[config.mk]
export PLATFORM = sky130hd
export DESIGN_NAME = uart_cmd_assembler
export DESIGN_NICKNAME = d
export VERILOG_FILES = /design/src/rtl/uart_cmd_assembler_pkg.sv /design/src/rtl/uart_cmd_assembler_resp_tx_queue.sv /design/src/rtl/uart_cmd_assembler.sv
export SDC_FILE = /design/constraint.sdc
export NUM_CORES = 1
export LEC_CHECK = 0
export BUFFER_PORTS_ARGS = -buffer_cell sky130_fd_sc_hd__buf_2
export CORE_MARGIN = 2
export CORE_UTILIZATION = 40
export CTS_CLUSTER_DIAMETER = 200
export DETAILED_ROUTE_END_ITERATION = 7
export PLACE_DENSITY = 0.66
export SYNTH_ARGS = -nofsm -noshare
export SYNTH_HDL_FRONTEND = slang
export SYNTH_SLANG_ARGS = --single-unit
[constraint.sdc]
create_clock -name clk -period 2.1 [get_ports clk]
set_clock_uncertainty 0.15 [all_clocks]
set_input_delay 0.21 -clock clk [delete_from_list [all_inputs] [get_ports clk]]
set_output_delay 0.21 -clock clk [all_outputs]
set_load 0.02 [all_outputs]
[src/rtl/uart_cmd_assembler_pkg.sv]
// Shared types and constants for the UART byte-to-command bridge.
package uart_cmd_assembler_pkg;

    localparam int unsigned BYTE_W = 8;
    localparam int unsigned CMD_W  = 16;
    localparam int unsigned OP_W   = 4;

    typedef enum logic {
        IDLE     = 1'b0,
        WAIT_LOW = 1'b1
    } rx_state_t;

    typedef enum logic {
        TX_IDLE = 1'b0,
        TX_BUSY = 1'b1
    } tx_state_t;

    // Assembled command payload, high byte received first.
    typedef struct packed {
        logic [BYTE_W-1:0] hi;
        logic [BYTE_W-1:0] lo;
    } cmd_t;

    localparam logic [BYTE_W-1:0] RESP_ACK = 8'hA5;
    localparam logic [OP_W-1:0]   OP_CAL   = 4'h2;
    localparam logic [OP_W-1:0]   OP_MOVE  = 4'h4;

    // Opcode lives in the top nibble of the command.
    function automatic logic [OP_W-1:0] cmd_opcode(input cmd_t c);
        return c.hi[BYTE_W-1 -: OP_W];
    endfunction

endpackage

[src/rtl/uart_cmd_assembler_resp_tx_queue.sv]
// Response transmit path: TX FSM plus a one-deep pending buffer.
module uart_cmd_assembler_resp_tx_queue
    import uart_cmd_assembler_pkg::*;
(
    input  logic              clk,
    input  logic              rst,
    input  logic [BYTE_W-1:0] resp,
    input  logic              send_resp,
    input  logic              tx_done,
    output logic [BYTE_W-1:0] tx_data,
    output logic              trmt,
    output logic              resp_busy,
    output logic              resp_drop
);

    tx_state_t         state_q, state_d;
    logic [BYTE_W-1:0] pend_q, pend_d;
    logic              pend_v_q, pend_v_d;
    logic [BYTE_W-1:0] tx_data_q, tx_data_d;
    logic              trmt_q, trmt_d;
    logic              busy_q, busy_d;
    logic              drop_q, drop_d;

    // State and output registers.
    always_ff @(posedge clk or posedge rst) begin
        if (rst) begin
            state_q   <= TX_IDLE;
            pend_q    <= '0;
            pend_v_q  <= 1'b0;
            tx_data_q <= '0;
            trmt_q    <= 1'b0;
            busy_q    <= 1'b0;
            drop_q    <= 1'b0;
        end else begin
            state_q   <= state_d;
            pend_q    <= pend_d;
            pend_v_q  <= pend_v_d;
            tx_data_q <= tx_data_d;
            trmt_q    <= trmt_d;
            busy_q    <= busy_d;
            drop_q    <= drop_d;
        end
    end

    // Next-state: launch, queue or drop responses; drain the pending slot on tx_done.
    always_comb begin
        state_d   = state_q;
        pend_d    = pend_q;
        pend_v_d  = pend_v_q;
        tx_data_d = tx_data_q;
        trmt_d    = 1'b0;
        drop_d    = drop_q;
        case (state_q)
            TX_IDLE: begin
                if (send_resp) begin
                    tx_data_d = resp;
                    trmt_d    = 1'b1;
                    state_d   = TX_BUSY;
                end
            end
            TX_BUSY: begin
                if (send_resp && pend_v_q) begin
                    drop_d = 1'b1;
                end
                if (tx_done) begin
                    if (pend_v_q) begin
                        tx_data_d = pend_q;
                        trmt_d    = 1'b1;
                        pend_v_d  = 1'b0;
                    end else if (send_resp) begin
                        // Transmitter freed this cycle: send the new request directly.
                        tx_data_d = resp;
                        trmt_d    = 1'b1;
                    end else begin
                        state_d = TX_IDLE;
                    end
                end else if (send_resp && !pend_v_q) begin
                    pend_d   = resp;
                    pend_v_d = 1'b1;
                end
            end
            default: state_d = TX_IDLE;
        endcase
        busy_d = (state_d == TX_BUSY) | pend_v_d;
    end

    assign tx_data   = tx_data_q;
    assign trmt      = trmt_q;
    assign resp_busy = busy_q;
    assign resp_drop = drop_q;

endmodule

[src/rtl/uart_cmd_assembler.sv]
// Assembles two UART bytes into a 16-bit command and forwards response bytes to the transmitter.
module uart_cmd_assembler
    import uart_cmd_assembler_pkg::*;
#(
    parameter int unsigned TIMEOUT_CYC = 1_000_000,
    parameter int unsigned TMR_W       = 20
) (
    input  logic              clk,
    input  logic              rst,
    input  logic              rx_rdy,
    input  logic [BYTE_W-1:0] rx_data,
    output logic              clr_rx_rdy,
    output logic [CMD_W-1:0]  cmd,
    output logic              cmd_rdy,
    input  logic              clr_cmd_rdy,
    input  logic [BYTE_W-1:0] resp,
    input  logic              send_resp,
    output logic [BYTE_W-1:0] tx_data,
    output logic              trmt,
    input  logic              tx_done,
    output logic              resp_busy,
    output logic              overrun,
    output logic              resp_drop,
    output logic              timeout
);

    localparam logic [TMR_W-1:0] TMR_LAST = TMR_W'(TIMEOUT_CYC - 1);

    rx_state_t         rx_state_q, rx_state_d;
    logic [BYTE_W-1:0] hi_q, hi_d;
    logic [TMR_W-1:0]  tmr_q, tmr_d;
    cmd_t              cmd_q, cmd_d;
    logic              cmd_rdy_q, cmd_rdy_d;
    logic              clr_rx_q, clr_rx_d;
    logic              overrun_q, overrun_d;
    logic              timeout_q, timeout_d;
    logic              rx_take;

    // A byte is taken only if we did not just clear it, so a slow rx_rdy drop is not re-read.
    assign rx_take = rx_rdy & ~clr_rx_q;

    // RX state and output registers.
    always_ff @(posedge clk or posedge rst) begin
        if (rst) begin
            rx_state_q <= IDLE;
            hi_q       <= '0;
            tmr_q      <= '0;
            cmd_q      <= '0;
            cmd_rdy_q  <= 1'b0;
            clr_rx_q   <= 1'b0;
            overrun_q  <= 1'b0;
            timeout_q  <= 1'b0;
        end else begin
            rx_state_q <= rx_state_d;
            hi_q       <= hi_d;
            tmr_q      <= tmr_d;
            cmd_q      <= cmd_d;
            cmd_rdy_q  <= cmd_rdy_d;
            clr_rx_q   <= clr_rx_d;
            overrun_q  <= overrun_d;
            timeout_q  <= timeout_d;
        end
    end

    // Next-state: capture high byte, then low byte or give up after the inter-byte timeout.
    always_comb begin
        rx_state_d = rx_state_q;
        hi_d       = hi_q;
        tmr_d      = tmr_q;
        cmd_d      = cmd_q;
        cmd_rdy_d  = cmd_rdy_q & ~clr_cmd_rdy;
        clr_rx_d   = 1'b0;
        overrun_d  = overrun_q;
        timeout_d  = 1'b0;
        case (rx_state_q)
            IDLE: begin
                if (rx_take) begin
                    hi_d       = rx_data;
                    tmr_d      = '0;
                    clr_rx_d   = 1'b1;
                    rx_state_d = WAIT_LOW;
                end
            end
            WAIT_LOW: begin
                if (rx_take) begin
                    // Completion wins over a same-cycle clear from the consumer.
                    cmd_d      = '{hi: hi_q, lo: rx_data};
                    cmd_rdy_d  = 1'b1;
                    overrun_d  = overrun_q | (cmd_rdy_q & ~clr_cmd_rdy);
                    clr_rx_d   = 1'b1;
                    rx_state_d = IDLE;
                end else if (tmr_q == TMR_LAST) begin
                    timeout_d  = 1'b1;
                    rx_state_d = IDLE;
                end else begin
                    tmr_d = tmr_q + TMR_W'(1);
                end
            end
            default: rx_state_d = IDLE;
        endcase
    end

    assign clr_rx_rdy = clr_rx_q;
    assign cmd        = cmd_q;
    assign cmd_rdy    = cmd_rdy_q;
    assign overrun    = overrun_q;
    assign timeout    = timeout_q;

    uart_cmd_assembler_resp_tx_queue u_tx (
        .clk       (clk),
        .rst       (rst),
        .resp      (resp),
        .send_resp (send_resp),
        .tx_done   (tx_done),
        .tx_data   (tx_data),
        .trmt      (trmt),
        .resp_busy (resp_busy),
        .resp_drop (resp_drop)
    );

endmodule

==> metrics.txt, run 1 <==
Worst path top cell family by delay=simple AND/OR/NAND/NOR gates; initial antenna violation count=0; RSZ-0062 raised after global routing=no; CTS tree=built; Starting Density=0.415; Die W=94.0 µm; Post-Route Utilization=0.525; worst-path maximum fanout=8; max-cap viol count=0; CP Buf/Inv Count=0; Worst R2R Setup Slack=0.17 ns; endpoints failing setup=0; H-tree depth=3; Critical Path Source Type=flip-flop; pwr dens=993 mW/mm²; first-pass GRT wire length=11,900 µm; CP arrival=2.01 ns; VDD IR max=713 µV; Placer Congestion=0.846; IO buf count=52; fraction of registers with async set/reset=1.00; row count=32; synth warn=0; dpl ws=0.192 ns; Setup TNS Final=0 ns; post-CTS setup buffers=0; nets=392; WL/cell=14.6 µm; DRC viols=0; top post-synthesis cells by count=dfrtp_1, mux2_2, nand2_1; Antenna Cells=0; CTS sink cnt=70; area delta synth->final=26.5%; pin count of the biggest net entering global routing=71; final hold vios=0; clock latency on the worst-skew pair=0.34 ns; Die Height=94.0 µm; ys flop type=dfrtp_1; Final period util=0.918; core area=0.00781 mm²; Post-DP HPWL=4750 µm; slew margin rel.=0.684; Netlist Area Pre-Place=0.00324 mm²; post-synthesis register bit count=70; slowest library cell on the worst path=or4_1; kind of critical path=flip-flop to flip-flop; Synth area leader=dfrtp_1; Synth Net Count=308; number of distinct library cells after synthesis=53; max-slew violation count=0; die area=0.00884 mm²; register area share after synthesis=0.540; Clock transition at path regs=0.08 ns; Initial DRC Count=188; max incr delay on CP=0.53 ns; Post-synth EDFFs=0; most common cell in the netlist=dfrtp_1; Critical Path RT=2.19 ns; vias in the first global route=2,541; Vias=2,571; Post-Route WL=6950 µm; GRT Overall Usage=0.172; CTS Buffer Depth=2; Ports=53; Worst Hold Class=input pin to flip-flop; Max Clock Freq=519 MHz; setup slack after layout=0.172 ns; CP endpoint kind=flip-flop; status=completed; synth top area cells=dfrtp_1, mux2_2, nand2_1; ANT nets after route=0; Avg Cell Area, Syn=11.4 µm²; hold slack final=0.293 ns; minimum clock period=1.93 ns; P_leak=0.00183 µW; vias per cell=5.40; DR pass1 iterations=4; Synth top area share=0.540; total grt overflow=0; CP Cell Sequence=and3_1 > nand2_1 > or4_1 > a31o_1; Worst Tran Pin Value=0.472 ns; Post-CTS Resized=0; Clock Tree Root=clkbuf_8; CTS Buf Count=9; Cells after Synth=285; share of layout cells above drive strength 1=0.337
## where the power goes
part | internal (µW) | switching (µW) | total (µW)
clock | 547 | 504 | 1050
sequential | 1680 | 206 | 1880
combinational | 514 | 626 | 1140
total | 2740 | 1340 | 4070
## state kept, by name, indices dropped and copies added, names as in the netlist
name	cells
clr_rx_rdy	1
tmr_q	20
timeout	1
u_tx.pend_q	8
u_tx.resp_drop	1
u_tx.trmt	1
cmd_rdy	1
u_tx.pend_v_q	1
u_tx.resp_busy	1
cmd	16
hi_q	8
u_tx.tx_data	8
rx_state_q	1
u_tx.state_q	1
overrun	1
## cell families (layout without fill, tap and decap cells)
group	count (synthesis)	count (layout)	synth area share
AOI/OAI and AO/OA	58	58	0.127
adders and majority gates	1	1	0.00386
buffers and inverters	21	110	0.0293
DFF	70	70	0.540
muxes	42	42	0.143
and+or+nand+nor	93	93	0.157
## area by class of cell
type                    count  area (µm²)
fillers                   692        3710
flip-flops and latches     70        1750
clock buffers              10         128
well taps                 102         128
clock inverters             6        62.6
multi-input cells         194        1400
inverters                   5        22.5
repair buffers             89         613
## cells in the final DEF, fill, tap and decap left out, types with 2 or more instances in the layout
cell type,n
nor2_1,9
a31oi_1,3
nand2b_1,3
nand2_1,29
mux2_2,34
clkinv_2,3
dlygate4sd3_1,20
mux2i_1,8
inv_1,4
nor3_1,8
and3_1,5
and4_1,3
o21ai_0,12
nor4b_1,2
nand3_1,7
buf_2,52
dfrtp_1,70
a211oi_2,2
nand4_1,9
o41ai_1,2
or4_1,4
o31ai_1,4
buf_12,2
a32o_1,6
a21o_1,2
clkbuf_8,9
clkinv_4,2
buf_4,15
a21oi_1,13
and2_1,4
## metrics by stage
step           cell area (µm²)  total power [µW]  std cells
2_1_floorplan             3250              2610        285
3_3_place_gp              3710              2980        440
3_5_place_dp              3710              3030        440
4_1_cts                   4100              4120        476
5_1_grt                   4100              4310        476
6_report                  4100              4070        476
## metal layers
metal	track usage	share of wire
met1	0.226	0.47
met2	0.272	0.48
met3	0.0433	0.042
met4	0.0700	0.016
met5	0	0
## repair_timing
| item | 4_1_cts | 5_1_grt |
|---|---|---|
| hold buffers | 20 | 0 |
| setup endpoints to repair | 0 | 0 |
| endpoints found under the hold margin | 98 | 0 |
## worst register-to-register path: stages, from the launching register on
cell and delay, ns:
dfrtp_1 0.43, and3_1 0.36, nand2_1 0.14, or4_1 0.53, a31o_1 0.22
## path summary, 6_finish.rpt
check | to | startpoint | cells past startpoint
worst max-delay path | tmr_q[17] | tmr_q[3] | 4
worst min-delay path | tmr_q[5] | rx_rdy | 4
worst max register to register | tmr_q[17] | tmr_q[3] | 4
worst min register to register | u_tx.resp_drop | u_tx.resp_drop | 1
max in group asynchronous | timeout | rst | 4
min in group asynchronous | tmr_q[17] | rst | 4
Note: power is estimated with default switching activity, not from simulation.
==> inputs of run 2 (changes only) <==
Settings changed: PLACE_DENSITY 0.66 to 0.64.
Clock period 2.1 ns to 1.9 ns, I/O delays scaled along.
==> metrics.txt, run 2 (synthesized netlist as in run 1, its figures left out) <==
IO buf count=52; WL/cell=15.1 µm; slew margin rel.=0.683; row count=32; setup slack after layout=0.104 ns; Post-Route Utilization=0.540; hold depth=3; Clock Tree Root=clkbuf_8; worst-path maximum fanout=6; P_leak=0.00186 µW; status=completed; kind of critical path=flip-flop to flip-flop; Critical Path RT=1.99 ns; RSZ-0062 raised after global routing=yes; Clock power frac=0.286; final cell count without fillers=483; Switching Share=0.325; Setup TNS Final=0 ns; Die Height=94.0 µm; Worst Hold Class=input pin to flip-flop; Post-Route WL=7270 µm; share of layout cells above drive strength 1=0.365; met3 GRT Util=0.0449; minimum clock period=1.80 ns; VDD IR max=1020 µV; H-tree depth=3; pwr dens=1110 mW/mm²; Flop pwr share=0.442; placed cells=447; ANT nets after route=0; Max Clock Freq=557 MHz; Worst Tran Pin Value=0.475 ns; final hold vios=0; DR pass1 iterations=5; Final period util=0.945; pin count of the biggest net entering global routing=71; Vias=2,587; CTS tree=built; core area=0.00781 mm²; commonest non-fill, non-tap cell in the layout=dfrtp_1; first-pass GRT wire length=12,700 µm; total design power=4700 µW; CTS Buf Count=9; Initial DRC Count=218; max-slew violation count=0; GRT Overall Usage=0.183; area delta synth->final=30.0%; met2 Track Usage GR=0.285; CP endpoint kind=flip-flop; max-cap viol count=0; Antenna Cells=0; nets=399; dpl ws=0.0410 ns; Biggest register=tmr_q; DRC viols=0; Starting Density=0.415; Placer Congestion=0.815; initial antenna violation count=0; CTS sink cnt=70; CP arrival=1.89 ns; CTS Buffer Depth=2; Most Crowded Layer GR=met2; die area=0.00884 mm²; Register-to-Register Path Depth=4; P_int=3170 µW; Post-DP HPWL=4930 µm; Die W=94.0 µm; post-CTS setup buffers=0; vias in the first global route=2,598; number of flip-flops in the largest register=20; Clock transition at path regs=0.08 ns; clock latency on the worst-skew pair=0.34 ns; Ports=53; vias per cell=5.36; endpoints failing setup=0; most frequent cells in the layout=dfrtp_1, buf_2, mux2_2; sw power=1530 µW; combinational power share=0.273; GRT met1 Usage=0.251; Critical Path Source Type=flip-flop; total grt overflow=0
## run 2: repair_timing
| action | 4_1_cts | 5_1_grt |
|---|---|---|
| hold buffers | 20 | 0 |
| gates resized for setup | 0 | 9 |
| endpoints found under the hold margin | 99 | 0 |
| setup endpoints to repair | 0 | 31 |
## run 2: final cells by class
type	count	area, µm²
Fill cell	695	3590
Multi-Input combinational cell	194	1410
Clock buffer	9	124
Tap cell	102	128
Clock inverter	7	98.8
Inverter	5	26.3
Timing Repair Buffer	96	678
Sequential cell	70	1750
## run 2: power groups by stage
stage               logic, µW  clock network, µW  registers (µW)
floorplan                 556                  0            2330
global placement         1230                  0            2070
detailed placement       1260                  0            2100
CTS                      1290               1360            2070
global route             1400               1420            2120
finish                   1280               1340            2070
## run 2: layer usage
metal	up-vias	wire length [µm]
met5	-	0
met4	0	83
met3	9	332
met2	62	3450
met1	1272	3400
li1	1244	-
## run 2: critical path: stages, from the launching register on
cell	delay, ns
dfrtp_1	0.46
and4_1	0.24
nand2_1	0.11
or4_1	0.52
a31o_1	0.23
## run 2: through the flow
| stage | cell area [µm²] | hold slack, ns |
|---|---|---|
| 2_1_floorplan | 3250 | 0.139 |
| 6_report | 4220 | 0.166 |
| 5_1_grt | 4220 | 0.190 |
| 3_3_place_gp | 3770 | 0.180 |
| 3_5_place_dp | 3770 | 0.179 |
| 4_1_cts | 4200 | 0.270 |
## run 2: path summary, 6_finish.rpt
path / startpoint / to / slack, ns
setup / recovery: tmr_q[11] / tmr_q[17] / 0.10
min in group asynchronous: rst / hi_q[7] / 0.35
hold reg to reg: u_tx.resp_drop / u_tx.resp_drop / 0.32
max in group asynchronous: rst / tmr_q[12] / 0.94
hold / removal: rx_rdy / clr_rx_rdy / 0.17
setup reg to reg: tmr_q[11] / tmr_q[17] / 0.10
==> inputs of run 3 (changes only) <==
Clock period 1.9 ns to 2.2 ns, I/O delays scaled along.
==> metrics.txt, run 3 (synthesized netlist as in run 1, its figures left out) <==
DRC viols=0; IO buf count=52; Initial DRC Count=179; Critical Path Source Type=flip-flop; Clock Tree Root=clkbuf_8; worst-path maximum fanout=6; total grt overflow=0; initial antenna violation count=0; area delta synth->final=25.8%; commonest non-fill, non-tap cell in the layout=dfrtp_1; first-pass GRT wire length=12,400 µm; VDD IR max=591 µV; Antenna Cells=0; H-tree depth=3; Max Clock Freq=509 MHz; nets=387; slowest library cell on the worst path=dfrtp_1; Clock transition at path regs=0.07 ns; WL/cell=15.4 µm; CTS tree=built; CTS Buf Count=9; number of flip-flops in the largest register=20; pwr dens=982 mW/mm²; Die W=94.0 µm; Die Height=94.0 µm; vias in the first global route=2,592; Placer Congestion=0.863; max-cap viol count=0; CP Cell Sequence=ha_1 > and2_1 > nand2_1 > or2_0 > a31oi_1; Worst Tran Pin Value=0.967 ns; Post-Route WL=7240 µm; status=completed; clock latency on the worst-skew pair=0.34 ns; P_leak=0.00181 µW; Ports=53; row count=32; Starting Density=0.415; core area=0.00781 mm²; max-slew violation count=0; CP endpoint kind=flip-flop; Vias=2,557; Biggest register=tmr_q; DR pass1 iterations=4; die area=0.00884 mm²; Final period util=0.893; GRT Overall Usage=0.179; ANT nets after route=0; kind of critical path=flip-flop to flip-flop; Worst Hold Class=input pin to async pin; final hold vios=0; CTS Buffer Depth=2; CP arrival=2.02 ns; vias per cell=5.44; CTS sink cnt=70; Critical Path RT=2.25 ns; Post-DP HPWL=4980 µm; endpoints failing setup=0; slew margin rel.=0.351; minimum clock period=1.96 ns; post-CTS setup buffers=0; share of layout cells above drive strength 1=0.329; RSZ-0062 raised after global routing=no; hold slack final=0.238 ns; most frequent cells in the layout=dfrtp_1, buf_2, mux2_2; Setup TNS Final=0 ns; max incr delay on CP=0.43 ns; pin count of the biggest net entering global routing=30; Post-Route Utilization=0.522
## run 3: cell count changes in the layout (fill, tap and decap cells not counted), sizes merged
cell      before  now
buf           76   64
clkinvlp       6    2
inv            3    5
clkbuf         9   10
## run 3: where the power goes
part           switching (µW)  internal [µW]
Clock                     484            665
Combinational             595            472
Sequential                186           1600
Total                    1270           2740
## run 3: repair_timing
action	in CTS	in global routing
hold buffers	20	0
resized for setup	0	0
endpoints found under the hold margin	68	0
## run 3: path summary, 6_finish.rpt
path | from | depth (start not counted) | slack [ns] | endpoint
setup / recovery | tmr_q[0] | 5 | 0.24 | tmr_q[4]
hold / removal | rst | 3 | 0.24 | tmr_q[5]
setup reg to reg | tmr_q[0] | 5 | 0.24 | tmr_q[4]
hold reg to reg | u_tx.resp_drop | 1 | 0.32 | u_tx.resp_drop
max in group asynchronous | rst | 4 | 1.10 | tmr_q[14]
min in group clk | rx_rdy | 4 | 0.30 | tmr_q[5]
## run 3: area by class of cell
type,instances,area [µm²]
clock inverters,5,83.8
multi-input cells,194,1400
flip-flops and latches,70,1750
fillers,705,3730
clock buffers,10,138
inverters,5,18.8
repair buffers,84,563
well taps,102,128
## run 3: stage by stage
step           cell area [µm²]  power [µW]  std cells  setup slack, ns
6_report                  4080        4000        470            0.235
5_1_grt                   4080        4240        470           0.0733
4_1_cts                   4080        4050        470            0.244
3_5_place_dp              3660        2870        435            0.262
3_3_place_gp              3660        2830        435            0.279
2_1_floorplan             3240        2490        285           0.0618
## run 3: critical path: cells and delay by family (launching register included)
| kind | cells | cell delay (ns) |
|---|---|---|
| simple gates | 3 | 0.83 |
| compound gates | 1 | 0.15 |
| fa+ha+maj | 1 | 0.25 |
| flops | 1 | 0.43 |
## run 3: per-layer routing
layer  GRT usage  wire length (µm)  vias up
li1            -                 -     1226
met1       0.230              3140     1247
met2       0.293              3590       73
met3      0.0474               405       11
met4      0.0628               104        0
met5           0                 0        -
